[src/rtl/cal_pkg.sv]
`default_nettype none
// ============================================================================
// Module   : cal_pkg
// Brief    : Shared constants for the calibration result accumulator.
// Revision : 1.0
// ============================================================================
package cal_pkg;

   localparam int CAL_DATA_W = 8;

   localparam logic [1:0] ST_IDLE  = 2'd0;
   localparam logic [1:0] ST_ACCUM = 2'd1;
   localparam logic [1:0] ST_DONE  = 2'd2;

   localparam logic [CAL_DATA_W-1:0] MAX_INIT = 8'h80;
   localparam logic [CAL_DATA_W-1:0] MIN_INIT = 8'h7F;

endpackage
`default_nettype wire

[src/rtl/cal_sat_add.sv]
`default_nettype none
// ============================================================================
// Module   : cal_sat_add
// Brief    : Combinational signed adder with overflow detect; clamps when
//            CAL_RESULT_ACCUM_SAT_EN is defined, otherwise wraps.
// Revision : 1.0
// ============================================================================
module cal_sat_add #(
   parameter int ACC_W = 12
) (
   input  logic [ACC_W-1:0] acc,
   input  logic [ACC_W-1:0] addend,
   output logic [ACC_W-1:0] sum,
   output logic             ovf
);

   logic [ACC_W:0] w_wide;

   assign w_wide = {acc[ACC_W-1], acc} + {addend[ACC_W-1], addend};
   // The extra bit disagrees with the sign bit exactly when the result left range
   assign ovf    = w_wide[ACC_W] ^ w_wide[ACC_W-1];

`ifdef CAL_RESULT_ACCUM_SAT_EN
   always_comb begin
      sum = w_wide[ACC_W-1:0];
      if (ovf) begin
         sum = w_wide[ACC_W] ? {1'b1, {(ACC_W-1){1'b0}}} : {1'b0, {(ACC_W-1){1'b1}}};
      end
   end
`else
   assign sum = w_wide[ACC_W-1:0];
`endif

endmodule
`default_nettype wire

[src/rtl/cal_result_accum.sv]
`default_nettype none
// ============================================================================
// Module   : cal_result_accum
// Brief    : Frame accumulator (sum/max/min/count/overflow) with valid/ready
//            result hold. Optional macro: CAL_RESULT_ACCUM_SAT_EN (saturate).
// Revision : 1.0
// ============================================================================
module cal_result_accum
   import cal_pkg::*;
#(
   parameter int NUM_SAMPLES = 32,
   parameter int ACC_W       = 12
) (
   input  logic                  clk,
   input  logic                  rst,
   input  logic                  in_start,
   input  logic                  in_cal_valid,
   input  logic [CAL_DATA_W-1:0] in_cal_data,
   input  logic                  in_out_ready,
   output logic                  out_busy,
   output logic                  out_valid,
   output logic [ACC_W-1:0]      out_sum,
   output logic [CAL_DATA_W-1:0] out_max,
   output logic [CAL_DATA_W-1:0] out_min,
   output logic [7:0]            out_count,
   output logic                  out_ovf
);

   localparam logic [7:0] c_last_count = 8'(NUM_SAMPLES - 1);

   logic [1:0]            r_state;
   logic [1:0]            w_state_next;
   logic [ACC_W-1:0]      r_sum;
   logic [CAL_DATA_W-1:0] r_max;
   logic [CAL_DATA_W-1:0] r_min;
   logic [7:0]            r_count;
   logic                  r_ovf;

   logic [ACC_W-1:0]      w_sample_ext;
   logic [ACC_W-1:0]      w_sum_next;
   logic                  w_add_ovf;
   logic                  w_accept;
   logic                  w_last;
   logic                  w_clear;

   assign w_sample_ext = {{(ACC_W-CAL_DATA_W){in_cal_data[CAL_DATA_W-1]}}, in_cal_data};
   assign w_accept     = (r_state == ST_ACCUM) && in_cal_valid;
   assign w_last       = w_accept && (r_count == c_last_count);
   assign w_clear      = (r_state == ST_IDLE) && in_start;

   cal_sat_add #(
      .ACC_W (ACC_W)
   ) u_sat_add (
      .acc    (r_sum),
      .addend (w_sample_ext),
      .sum    (w_sum_next),
      .ovf    (w_add_ovf)
   );

   always_ff @(posedge clk) begin
      if (rst) begin
         r_state <= ST_IDLE;
      end else begin
         r_state <= w_state_next;
      end
   end

   always_comb begin
      w_state_next = r_state;
      case (r_state)
         ST_IDLE:  if (in_start)     w_state_next = ST_ACCUM;
         ST_ACCUM: if (w_last)       w_state_next = ST_DONE;
         ST_DONE:  if (in_out_ready) w_state_next = ST_IDLE;
         default:                    w_state_next = ST_IDLE;
      endcase
   end

   always_comb begin
      out_busy  = (r_state == ST_ACCUM);
      out_valid = (r_state == ST_DONE);
   end

   // Result registers only move on a start in IDLE or an accepted sample
   always_ff @(posedge clk) begin
      if (rst || w_clear) begin
         r_sum   <= '0;
         r_max   <= MAX_INIT;
         r_min   <= MIN_INIT;
         r_count <= 8'd0;
         r_ovf   <= 1'b0;
      end else if (w_accept) begin
         r_sum   <= w_sum_next;
         r_ovf   <= r_ovf | w_add_ovf;
         r_count <= r_count + 8'd1;
         if ($signed(in_cal_data) > $signed(r_max)) begin
            r_max <= in_cal_data;
         end
         if ($signed(in_cal_data) < $signed(r_min)) begin
            r_min <= in_cal_data;
         end
      end
   end

   assign out_sum   = r_sum;
   assign out_max   = r_max;
   assign out_min   = r_min;
   assign out_count = r_count;
   assign out_ovf   = r_ovf;

endmodule
`default_nettype wire

[config.mk]
export PLATFORM = sky130hd
export DESIGN_NAME = cal_result_accum
export DESIGN_NICKNAME = d
export VERILOG_FILES = /design/src/rtl/cal_pkg.sv /design/src/rtl/cal_sat_add.sv /design/src/rtl/cal_result_accum.sv
export SDC_FILE = /design/constraint.sdc
export NUM_CORES = 1
export LEC_CHECK = 0
export ABC_AREA = 1
export BUFFER_PORTS_ARGS = -buffer_cell sky130_fd_sc_hd__buf_2
export CAP_MARGIN = 10
export CORE_MARGIN = 4
export CORE_UTILIZATION = 56
export DETAILED_ROUTE_END_ITERATION = 8
export PLACE_DENSITY = 0.9
export SETUP_SLACK_MARGIN = 0.4
export SYNTH_ARGS = -nofsm -noshare
export SYNTH_HDL_FRONTEND = slang
export SYNTH_SLANG_ARGS = --single-unit
[constraint.sdc]
create_clock -name clk -period 3.45 [get_ports clk]
set_input_delay 0.1725 -clock clk [delete_from_list [all_inputs] [get_ports clk]]
set_output_delay 0.1725 -clock clk [all_outputs]
set_load 0.02 [all_outputs]
==> results.md <==
* Critical path type: flip-flop to flip-flop
* Port Buffer Count at 51
* Worst IR Drop VDD at 0.209 mV
* Post-DR vias/cell at 5.17
* Placement-stage cell area at 3000 sq um
* CTS Buffer Depth at 2
* Largest net degree at the start of global routing at 30
* Most frequent cells in the layout: 80 x nand2_1, 62 x inv_1, 51 x buf_2
* NumNets Final at around 470
* Die X at roughly 78 um
* Worst r2r src: out_min[7]
* Critical Path Start Type: flip-flop
* Slew headroom at roughly two thirds
* Cell taking the most area after synthesis: dfxtp_1
* R2R Path End: out_min[5]
* Hold WC Path Type: input port to flip-flop
* Area grow syn2layout at 14.1%
* Pwr per Cell Area at 344 nW/um^2
* Final Hold Viols at 0
* Hold Buf Count CTS at 0
* Diodes inserted at 0
* CP required at 3.62 ns
* CTS tree: done
* Post-Syn Area at around 2700 sq um
* Final setup TNS at 0 ns
* Gr usage total at just over 20%
* DRC Markers at 0
* Slew Limit Fails at 0
* Commonest non-fill, non-tap cell in the layout: nand2_1
* Top Ports at 52
* CTS sink cnt at 39
* RePlAce Congestion at 0.846
* Cells along the critical path: inv_1, ha_1, nand2_1, inv_1, nor2_1, o21a_1, nand2_1, nand2_2, nand3_2, nand2_1, nand3_1
* Crit path arrival time at 1.97 ns
* Postcts setup bufs at 0
* Register area share after synthesis at 28.8%
* First-pass GRT wire length at between 10 and 15 mm
* Antenna Nets Post-Route at 0
* CP max stage delay at 0.35 ns
* Hpwl dp at around 4.6 mm
* Post-synthesis cell type count at 36
* Slew @ Worst Pin at 0.494 ns
* Post-synthesis register bit count at 39
* Antenna violations before repair at 0
* RSZ-0062 raised after global routing: false
* Final Instance Area at 3100 sq um
* Number of global-route vias before repair at 2489
* Top-area cell type share of the netlist area at 28.8%
* Number of fillers in the final layout at approximately 410
* Hold Path Depth at 2
* Dominant cells by area after synthesis: dfxtp_1 29%, ha_1 13%, nand2_1 11%
* Critical Path Sink Type: flip-flop
* Net count after synthesis at around 420
* Status: finished, final reports clean
* Clock skew at 0.00650 ns
* Initial DRC count at 108
* WL/cell at 12.0 um
* Row count at 25
* Yosys warns at 0
* Initial Utilization at between 50 and 60%
* Clock latency on the worst-skew pair at 0.29 ns
* Proportion of layout cells with a drive suffix above 1 at 19.5%
* Synthesized netlist cell count at 380
* Worst reg2reg setup slack at 1.65 ns
* Hold Crit Start: rst
* Max-Cap Viols at 0
* Routed wire length at 5.99 mm
* Die Footprint at 6030 sq um
* Fmax at 555 MHz
* Congestion Overflow GR at 0
* Worst path most repeated cell: nand2_1
* Buffer and inverter count on the worst path at 2
* Delay-heaviest family, CP: simple AND/OR/NAND/NOR gates
* CTS Root Cell: clkbuf_8
* Hold EP: r_state[1]
* R2R cell count at 11
* Post_cts resized at 0
* Max FO, Critical Path at 9
* Via Count at 2577
* Setup Viol. Count Final at 0
* Mean Syn Cell Area at 7.15 sq um
* Die Height at approximately 78 um
* Clock transition at path regs at 0.07 ns
* Period minus WS final at approximately 1.8 ns
* H-tree Lvls at 2
* Drt pass-1 iters at 4
* Core ar. at 4720 sq um
* Final period util at a little over half
* Total CTS buffers at 5
* Leak at 0.00167 uW
* Crit-path slowest cell: dfxtp_1
## where the power goes
| part | switching [uW] | internal [uW] |
|---|---|---|
| clock network | 155 | 212 |
| registers | 10.6 | 463 |
| logic | 150 | 77.0 |
## layer usage
metal  part of all wire (%)  routed length [um]  vias up  GRT usage (%)
met2                     49                2910       75           37.7
met3                    5.5                 328        9           3.25
met5                      0                   0        -              0
met4                    1.3                  75        0           6.76
li1                       -                   -     1334              -
met1                     45                2680     1159           24.7
## synth_stat cells (all sizes together)
cell type,count
o21ai,17
nand3,35
a31oi,1
nor3,3
nand2,84
clkinv,1
o21a,4
o21bai,7
xnor2,4
xor2,4
o211ai,1
dfxtp,39
nand4,9
a21oi,35
nor3b,1
inv,65
buf,8
a21boi,1
fa,1
ha,28
nor2,32
## stage by stage
| step | total power (uW) | hold WS, ns | utilization, % | setup WS, ns | std cells |
|---|---|---|---|---|---|
| floorplan | 659 | 0.242 | - | 1.70 | 380 |
| global placement | 699 | 0.371 | 63.4 | 1.71 | 491 |
| detailed placement | 709 | 0.375 | 63.4 | 1.64 | 491 |
| CTS | 1070 | 0.0623 | 65.6 | 1.65 | 498 |
| global route | 1120 | 0.0654 | 65.6 | 1.47 | 498 |
| finish | 1070 | 0.0709 | 65.6 | 1.65 | 498 |
## state kept, by name, indices dropped and copies added, names as in the netlist
signal / cells
r_state: 2
out_max: 8
out_ovf: 1
out_count: 8
out_min: 8
out_sum: 12
## layout make-up
type / count / area (sq um) / area share [%]
clock inverter: 1 / 30.0 / 0.969
tap: 67 / 83.8 / 2.71
inverter: 66 / 250 / 8.08
clock buffer: 6 / 72.6 / 2.34
sequential: 39 / 781 / 25.2
multi-input combinational: 267 / 1620 / 52.2
timing repair buffer: 52 / 263 / 8.48
## worst max path at each step
stage | startpoint | to | slack, ns | cells after the start
after floorplan | out_max[7] | out_max[7] | 1.70 | 12
after global placement | in_cal_data[0] | out_sum[8] | 1.71 | 9
after detailed placement | in_cal_data[7] | out_min[5] | 1.64 | 11
after CTS | out_min[7] | out_min[5] | 1.65 | 11
after global routing | out_min[7] | out_min[4] | 1.47 | 11
final | out_min[7] | out_min[5] | 1.65 | 11
## cells by family after synthesis
kind of cell / after synthesis / share of synthesized area (%)
compound gates: 66 / 14.8
xor+xnor: 8 / 2.58
fa+ha+maj: 29 / 13.6
buf+inv: 74 / 11.8
flops: 39 / 28.8
simple gates: 164 / 28.4
No activity file was read; power rests on OpenSTA's default activity.
